### src/rtl/data_mem_pkg.sv
// Shared types and constants for the data RAM arbiter.
// Requests are carried as one struct so the winner mux is a single array select.
package data_mem_pkg;

  localparam int BE_WIDTH       = 4;
  localparam int NUM_PORTS      = 2;
  localparam int MAX_ADDR_WIDTH = 32;
  localparam int WORD_WIDTH     = 32;

  // Address is zero-extended to MAX_ADDR_WIDTH so the range check needs no extra width logic.
  typedef struct packed {
    logic [MAX_ADDR_WIDTH-1:0] addr;
    logic                      we;
    logic [BE_WIDTH-1:0]       be;
    logic [WORD_WIDTH-1:0]     wdata;
  } mem_req_t;

endpackage

### src/rtl/rr_arbiter_2.sv
// Two-way arbiter.
// Round-robin on the last granted port, or fixed priority to port 0 when RR_EN is clear.
module rr_arbiter_2 #(
  parameter bit RR_EN = 1'b1
) (
  input  logic       clk,
  input  logic       rst_i,
  input  logic [1:0] req,
  output logic [1:0] gnt
);

  logic last_q;

  // On contention the port that was not granted last wins.
  always_comb begin
    gnt = req;
    if (req == 2'b11) begin
      if (RR_EN && !last_q) begin
        gnt = 2'b10;
      end else begin
        gnt = 2'b01;
      end
    end
  end

  always_ff @(posedge clk) begin
    if (rst_i) begin
      last_q <= 1'b1;
    end else if (|gnt) begin
      last_q <= gnt[1];
    end
  end

endmodule

### src/rtl/data_mem_arbiter.sv
// Shares the single-port data RAM between the LSU (port 0) and the debug/loader port (port 1).
// Out-of-range accesses are granted but never reach the RAM; they return an error response.
module data_mem_arbiter
  import data_mem_pkg::*;
#(
  parameter int ADDR_WIDTH = 8,
  parameter int DATA_WIDTH = 32,
  parameter int NUM_WORDS  = 256,
  parameter int RR_EN      = 1
) (
  input  logic                  clk,
  input  logic                  rst_i,
  input  logic                  p0_req_i,
  input  logic [ADDR_WIDTH-1:0] p0_addr_i,
  input  logic                  p0_we_i,
  input  logic [BE_WIDTH-1:0]   p0_be_i,
  input  logic [DATA_WIDTH-1:0] p0_wdata_i,
  output logic                  p0_gnt_o,
  output logic                  p0_rvalid_o,
  output logic [DATA_WIDTH-1:0] p0_rdata_o,
  output logic                  p0_err_o,
  input  logic                  p1_req_i,
  input  logic [ADDR_WIDTH-1:0] p1_addr_i,
  input  logic                  p1_we_i,
  input  logic [BE_WIDTH-1:0]   p1_be_i,
  input  logic [DATA_WIDTH-1:0] p1_wdata_i,
  output logic                  p1_gnt_o,
  output logic                  p1_rvalid_o,
  output logic [DATA_WIDTH-1:0] p1_rdata_o,
  output logic                  p1_err_o,
  output logic                  ram_en_o,
  output logic [ADDR_WIDTH-1:0] ram_addr_o,
  output logic                  ram_we_o,
  output logic [BE_WIDTH-1:0]   ram_be_o,
  output logic [DATA_WIDTH-1:0] ram_wdata_o,
  input  logic [DATA_WIDTH-1:0] ram_rdata_i
);

  mem_req_t             port_req [NUM_PORTS];
  logic [NUM_PORTS-1:0] req_vec;
  logic [NUM_PORTS-1:0] gnt_vec;
  logic                 sel;
  mem_req_t             win;
  logic                 accept;
  logic                 in_range;

  logic resp_valid_q;
  logic resp_port_q;
  logic resp_err_q;
  logic resp_rd_q;

  logic [NUM_PORTS-1:0]  rvalid_vec;
  logic [NUM_PORTS-1:0]  err_vec;
  logic [DATA_WIDTH-1:0] rdata_vec [NUM_PORTS];

  assign port_req[0] = '{addr:  MAX_ADDR_WIDTH'(p0_addr_i), we: p0_we_i, be: p0_be_i,
                         wdata: WORD_WIDTH'(p0_wdata_i)};
  assign port_req[1] = '{addr:  MAX_ADDR_WIDTH'(p1_addr_i), we: p1_we_i, be: p1_be_i,
                         wdata: WORD_WIDTH'(p1_wdata_i)};

  // Masking requests during reset keeps grants and RAM strobes low without touching the arbiter.
  assign req_vec = {p1_req_i, p0_req_i} & {NUM_PORTS{~rst_i}};

  rr_arbiter_2 #(
    .RR_EN (RR_EN != 0)
  ) u_arb (
    .clk   (clk),
    .rst_i (rst_i),
    .req   (req_vec),
    .gnt   (gnt_vec)
  );

  // With no grant sel is 0, so address and data idle on port 0's values.
  assign sel      = gnt_vec[1];
  assign win      = port_req[sel];
  assign accept   = |gnt_vec;
  assign in_range = win.addr < MAX_ADDR_WIDTH'(NUM_WORDS);

  assign p0_gnt_o    = gnt_vec[0];
  assign p1_gnt_o    = gnt_vec[1];
  assign ram_en_o    = accept & in_range;
  assign ram_addr_o  = win.addr[ADDR_WIDTH-1:0];
  assign ram_we_o    = ram_en_o & win.we;
  assign ram_be_o    = ram_en_o ? win.be : '0;
  assign ram_wdata_o = win.wdata[DATA_WIDTH-1:0];

  always_ff @(posedge clk) begin
    if (rst_i) begin
      resp_valid_q <= 1'b0;
      resp_port_q  <= 1'b0;
      resp_err_q   <= 1'b0;
      resp_rd_q    <= 1'b0;
    end else begin
      resp_valid_q <= accept;
      resp_port_q  <= sel;
      resp_err_q   <= accept & ~in_range;
      resp_rd_q    <= accept & in_range & ~win.we;
    end
  end

  // Only in-range reads forward RAM data; writes and errors return zero.
  for (genvar gi = 0; gi < NUM_PORTS; gi++) begin : g_resp
    assign rvalid_vec[gi] = resp_valid_q && (resp_port_q == 1'(gi));
    assign err_vec[gi]    = rvalid_vec[gi] & resp_err_q;
    assign rdata_vec[gi]  = (rvalid_vec[gi] && resp_rd_q) ? ram_rdata_i : '0;
  end

  assign p0_rvalid_o = rvalid_vec[0];
  assign p0_err_o    = err_vec[0];
  assign p0_rdata_o  = rdata_vec[0];
  assign p1_rvalid_o = rvalid_vec[1];
  assign p1_err_o    = err_vec[1];
  assign p1_rdata_o  = rdata_vec[1];

endmodule
### config.mk
export PLATFORM = sky130hd
export DESIGN_NAME = data_mem_arbiter
export DESIGN_NICKNAME = d
export VERILOG_FILES = /design/src/rtl/data_mem_pkg.sv /design/src/rtl/rr_arbiter_2.sv /design/src/rtl/data_mem_arbiter.sv
export SDC_FILE = /design/constraint.sdc
export NUM_CORES = 1
export LEC_CHECK = 0
export ABC_AREA = 1
export CORE_AREA = 2 2 93 95
export CTS_CLUSTER_DIAMETER = 120
export DETAILED_ROUTE_END_ITERATION = 10
export DIE_AREA = 0 0 95 97
export SETUP_SLACK_MARGIN = 0.02
export SLEW_MARGIN = 5
export SYNTH_ARGS = -nofsm -noshare
export SYNTH_HDL_FRONTEND = slang
export SYNTH_HIERARCHICAL = 1
export SYNTH_SLANG_ARGS = --single-unit
### constraint.sdc
create_clock -name clk -period 3.75 [get_ports clk]
set_clock_uncertainty 0.05 [all_clocks]
set_input_delay 0.5625 -clock clk [delete_from_list [all_inputs] [get_ports clk]]
set_output_delay 0.5625 -clock clk [all_outputs]
set_load 0.1 [all_outputs]
-- Word-level counts from Yosys, hierarchy flattened
Cells that the tools add are included.
- register bits: 5
- latch bits: 0
- memory bits (writable): 0
- memory bits (read-only): 0
- bits of input ports: 126
- output and inout port bits: 116
- word-level logic and storage cells: 33
- memories: 0
- add/subtract/negate cells: 0
- multiply operators: 0
- divide/modulo/power cells: 0
- magnitude comparators: 2
- eq/ne operators: 1
- shifts and indexed selects: 0
- mux-type cells: 8
- bitwise logic cells: 12
- reduce and logical (&&, ||, !) cells: 5
- operator list (operator ; number):
    $mux W69 ; 2
    $mux W32 ; 2
    $mux W45 ; 1
    $lt A32 B9 Y1 const B ; 1
    $and A1 B1 Y1 ; 6
    $logic_and A1 B1 Y1 ; 4
    $mux W2 ; 2
    $mux W4 ; 1
    $not A1 Y1 ; 4
    $and A2 B2 Y2 ; 1
    $eq A2 B2 Y1 const B ; 1
    $ge A2 B2 Y1 const B ; 1
    $not A1 Y2 ; 1
    $reduce_or A2 Y1 ; 1

-- Longest topological paths before layout
- word-level depth: 11
- mapped depth: 8

-- By module
The synthesis kept the hierarchy.
- modules (own cells, without submodules) (module ; instances ; cells an instance ; area each (µm²) ; sequential area each (µm²)):
    data_mem_arbiter ; 1 ; 276 ; 1129.8 ; 60.1
    rr_arbiter_2 ; 1 ; 9 ; 56.3 ; 20.0

-- Least setup slack after synthesis
Ideal clock, no wire load.
- path kind: input-to-output
- start: input p1_req_i
- end: output ram_we_o
- arrival: 4257 ps
- data required time: 3137 ps
- path slack: -1119 ps
- stages: 6
- path buffers: 1
- path through: inv_1 > nor2_1 > a21boi_1 > buf_2 > nor2_1 > a21oi_1
- word-level cells in the longest chain between the ends: 10
- elaborated cells between the ends (all ways): 11
- those cells by class: order compare (1); eq/ne (1); mux (4); bitwise (4); reduce/logical (1)
- ends and longest elaborated chain (what ; line ; RTL):
    start: declaration ; data_mem_arbiter.sv:22 ; input logic p1_req_i,
    $and A2 B2 Y2 * ; data_mem_arbiter.sv:62 ; assign req_vec = {p1_req_i, p0_req_i} & {NUM_PORTS{~rst_i}};
    net req_vec[1] ; data_mem_arbiter.sv:40 ; logic [NUM_PORTS-1:0] req_vec;
    $eq A2 B2 Y1 ; rr_arbiter_2.sv:17 ; if (req == 2'b11) begin
    $mux W2 * ; rr_arbiter_2.sv:17 ;
    net p1_gnt_o ; data_mem_arbiter.sv:27 ; output logic p1_gnt_o,
    $not A1 Y2 (not written as such) ; data_mem_arbiter.sv:75 ; assign win = port_req[sel];
    $mux W45 (not written as such) ; data_mem_arbiter.sv:75 ;
    $mux W69 (not written as such) (2 in series) ; data_mem_arbiter.sv:75 ;
    $lt A32 B9 Y1 ; data_mem_arbiter.sv:77 ; assign in_range = win.addr < MAX_ADDR_WIDTH'(NUM_WORDS);
    $and A1 B1 Y1 ; data_mem_arbiter.sv:81 ; assign ram_en_o = accept & in_range;
    $and A1 B1 Y1 * ; data_mem_arbiter.sv:83 ; assign ram_we_o = ram_en_o & win.we;
    end: declaration ; data_mem_arbiter.sv:33 ; output logic ram_we_o,
Mark *: on every way through the listed nets, which the timed path passes. The rest lies on a longest branch. The select of a mux whose other input is x is not followed.

-- Final worst setup path
- start: input rst_i
- end: output ram_we_o
- word-level cells in the longest chain between the ends: 11
- elaborated cells between the ends (all ways): 12
- those cells by class: order compare (1); eq/ne (1); mux (4); bitwise (5); reduce/logical (1)
- ends and longest elaborated chain (what ; line ; RTL):
    start: declaration ; data_mem_arbiter.sv:12 ; input logic rst_i,
    $not A1 Y1 * ; data_mem_arbiter.sv:62 ;
    $and A2 B2 Y2 * ; data_mem_arbiter.sv:62 ;
    net req_vec[1] ; data_mem_arbiter.sv:40 ;
    $eq A2 B2 Y1 ; rr_arbiter_2.sv:17 ;
    $mux W2 * ; rr_arbiter_2.sv:17 ;
    $not A1 Y2 (not written as such) ; data_mem_arbiter.sv:75 ;
    $mux W45 (not written as such) ; data_mem_arbiter.sv:75 ;
    $mux W69 (not written as such) (2 in series) ; data_mem_arbiter.sv:75 ;
    $lt A32 B9 Y1 ; data_mem_arbiter.sv:77 ;
    $and A1 B1 Y1 ; data_mem_arbiter.sv:81 ;
    $and A1 B1 Y1 * ; data_mem_arbiter.sv:83 ;
Marks and branches as above.

==> summary.txt <==
Cells and area
  – Commonest cells after routing, fill and taps aside: nand2_1 (138), clkdlybuf4s50_1 (127), nor2_1 (70)
  – Layout Area Growth over Synthesis: 237%
  – Final-stage net count: 640
  – Final std cells w/o fill: 618
  – Design Area, Final: between 3000 and 4000 um2
  – Layout cells sized above 1: 0.240
  – Most common cell after layout, fill and taps aside: nand2_1

Power and ir drop
  – Final Power: around 920 uW
  – Leak pwr: between 2 and 2.5 nW
  – Worst VDD drop: 132 uV
  – Pwr/cell area: 231 nW/um2

Min path
  – Hold Crit Class: reg -> reg

Timing
  – Maximum clock rate: 0.320 GHz
  – Relative slew slack: 0.204
  – TNS Setup: 0 ps
  – Slew at the pin closest to its max-slew limit: roughly 1200 ps
  – RSZ-0062 raised after global routing: false
  – Final Hold Fails: 0
  – Hold_ws: around 500 ps
  – Final setup violating endpoints: 0
  – Slew Viols, Final: 0
  – Period minus WS final: about 3100 ps
  – Tcrit/Tclk final: 0.832

Clock network
  – Max clock buf depth: 2
  – Number of CTS-inserted buffers: 3
  – Worst-path clk slew: 30 ps
  – H-tree depth: 1
  – Worst-Skew Late Latency: 210 ps
  – CTS tree: built
  – Post-CTS resize count: 0
  – CTS root buf: clkbuf_8
  – Post-CTS setup buffer count: 0
  – CTS Hold Buffers Added: 0
  – Clock sinks: 4

Place
  – Placed Area: 3950 um2
  – GP Congestion: roughly 0.77
  – Inst Count DP: 614
  – Detail Placement HPWL: 6.24 mm
  – IO Port Bufs: 239

Route
  – Final WL: 7.16 mm
  – DRT Pass-1 Iters: 4
  – Vias per Instance: between 3 and 4
  – Wire length per cell: 11.6 um
  – # DRC: 0
  – DRT iter0 DRCs: 32
  – Routed Antenna Nets: 0
  – Vias: 2431

Synth
  – Sequential fraction of the synthesis area: 0.0675
  – Synth cell types: 14
  – Post-Synth Simple-Gate Area: 0.687
  – Syn Inst Count: 285
  – #FFs+latches synth: 4
  – Largest family of logic cells by synthesized area: simple AND/OR/NAND/NOR gates
  – Compound-Gate Fraction of Synth Area: 0.0148
  – Synth Area in XOR/XNOR: 0
  – Avg Cell Area, Syn: 4.16 um2
  – Post-synthesis adder-cell area fraction: 0
  – Syn Std Cell Area: 1190 um2
  – Mux contribution to synthesized area: 0
  – Ys Warns: 6

Global routing
  – First-pass GRT wire length: about 10 mm
  – Pin count of the biggest net entering global routing: between 40 and 50
  – GRT Util Overall: 0.139
  – Vias in the first global route: 2326
  – Total gr overflow: 0
  – Initial antenna violation count: 1

Setup path
  – Worst r2r dst: resp_rd_q
  – Worst R2R Setup Slack: 2310 ps
  – Worst-path maximum fanout: 47
  – CP arrival: 2510 ps
  – RR Startpoint: u_arb/last_q
  – Required @ worst endpoint: 3140 ps
  – Critical path launch point: rst_i
  – Crit path capture type: primary output
  – Reg2Reg Depth: 6
  – Critical Path Sink: ram_we_o
  – CP startpoint kind: input pin
  – Worst setup path class: in -> out

Floorplanning
  – Die Width: 95 um
  – Die Span Y: approximately 97 um
  – Rows: 33
  – Placeable core area: between 8000 and 9000 um2
  – Boundary pin count: 242
  – Initial Util: 0.146
  – Die area: between 9000 and 10000 um2

Outcome
  – Status: finished clean

Run
  – MaxCap Viol Count: 0
through the flow:
step                      setup WS (ps)   util
after floorplan                     163      -
after detailed placement            597  0.486
after global placement              645  0.486
after global routing                457  0.491
final                               629  0.491
after CTS                           595  0.491
flip-flops by register name, summed over array words and instances, names as in the netlist:
name and count:
resp_valid_q 1, u_arb/last_q 1, resp_port_q 1, resp_rd_q 1
cell usage after synthesis:
master	count	area, um2
a21boi_1	1	7.51
a21oi_1	2	10.0
buf_2	12	60.1
buf_4	5	37.5
clkbuf_1	1	3.75
conb_1	1	3.75
dfxtp_1	4	80.1
inv_1	43	161
inv_2	2	7.51
nand2_1	138	518
nand2_2	1	6.26
nand3_1	4	20.0
nand3b_1	1	7.51
nor2_1	70	263
cell type report:
class	instances	area (um2)
multi-input combinational	219	858
sequential	4	80.1
timing repair buffer	241	2720
fill	790	4140
tap	105	131
clock buffer	3	41.3
antenna	1	2.50
inverter	45	169
logic make-up after synthesis:
| logic type | Yosys count |
|---|---|
| flops | 4 |
| compound gates | 3 |
| buf+inv | 63 |
| simple gates | 214 |
| other cells | 1 |
how the worst min path moves through the flow:
stage	start	to	cells past startpoint
4_1_cts	u_arb/last_q	u_arb/last_q	2
6_report	u_arb/last_q	u_arb/last_q	2
2_1_floorplan	u_arb/last_q	u_arb/last_q	2
3_3_place_gp	u_arb/last_q	u_arb/last_q	2
3_5_place_dp	u_arb/last_q	u_arb/last_q	2
5_1_grt	u_arb/last_q	u_arb/last_q	2
report_power, final:
part           internal (mW)  switching, mW
Combinational          0.305          0.482
Clock                 0.0682         0.0196
Sequential            0.0454        0.00226
metal layers:
metal	global-route usage	wire length, um	vias to the layer above
met4	0.0334	94	0
met1	0.119	2360	1019
met3	0.0561	975	8
met5	0	0	-
li1	-	-	1254
met2	0.283	3730	150
critical path, stage by stage:
cell	delay, ps
clkdlybuf4s50_1	470
nor2_1	240
a21boi_4	220
buf_4	420
nand2_1	150
a21oi_2	210
buf_12	190
(Power assumes the default switching activity.)
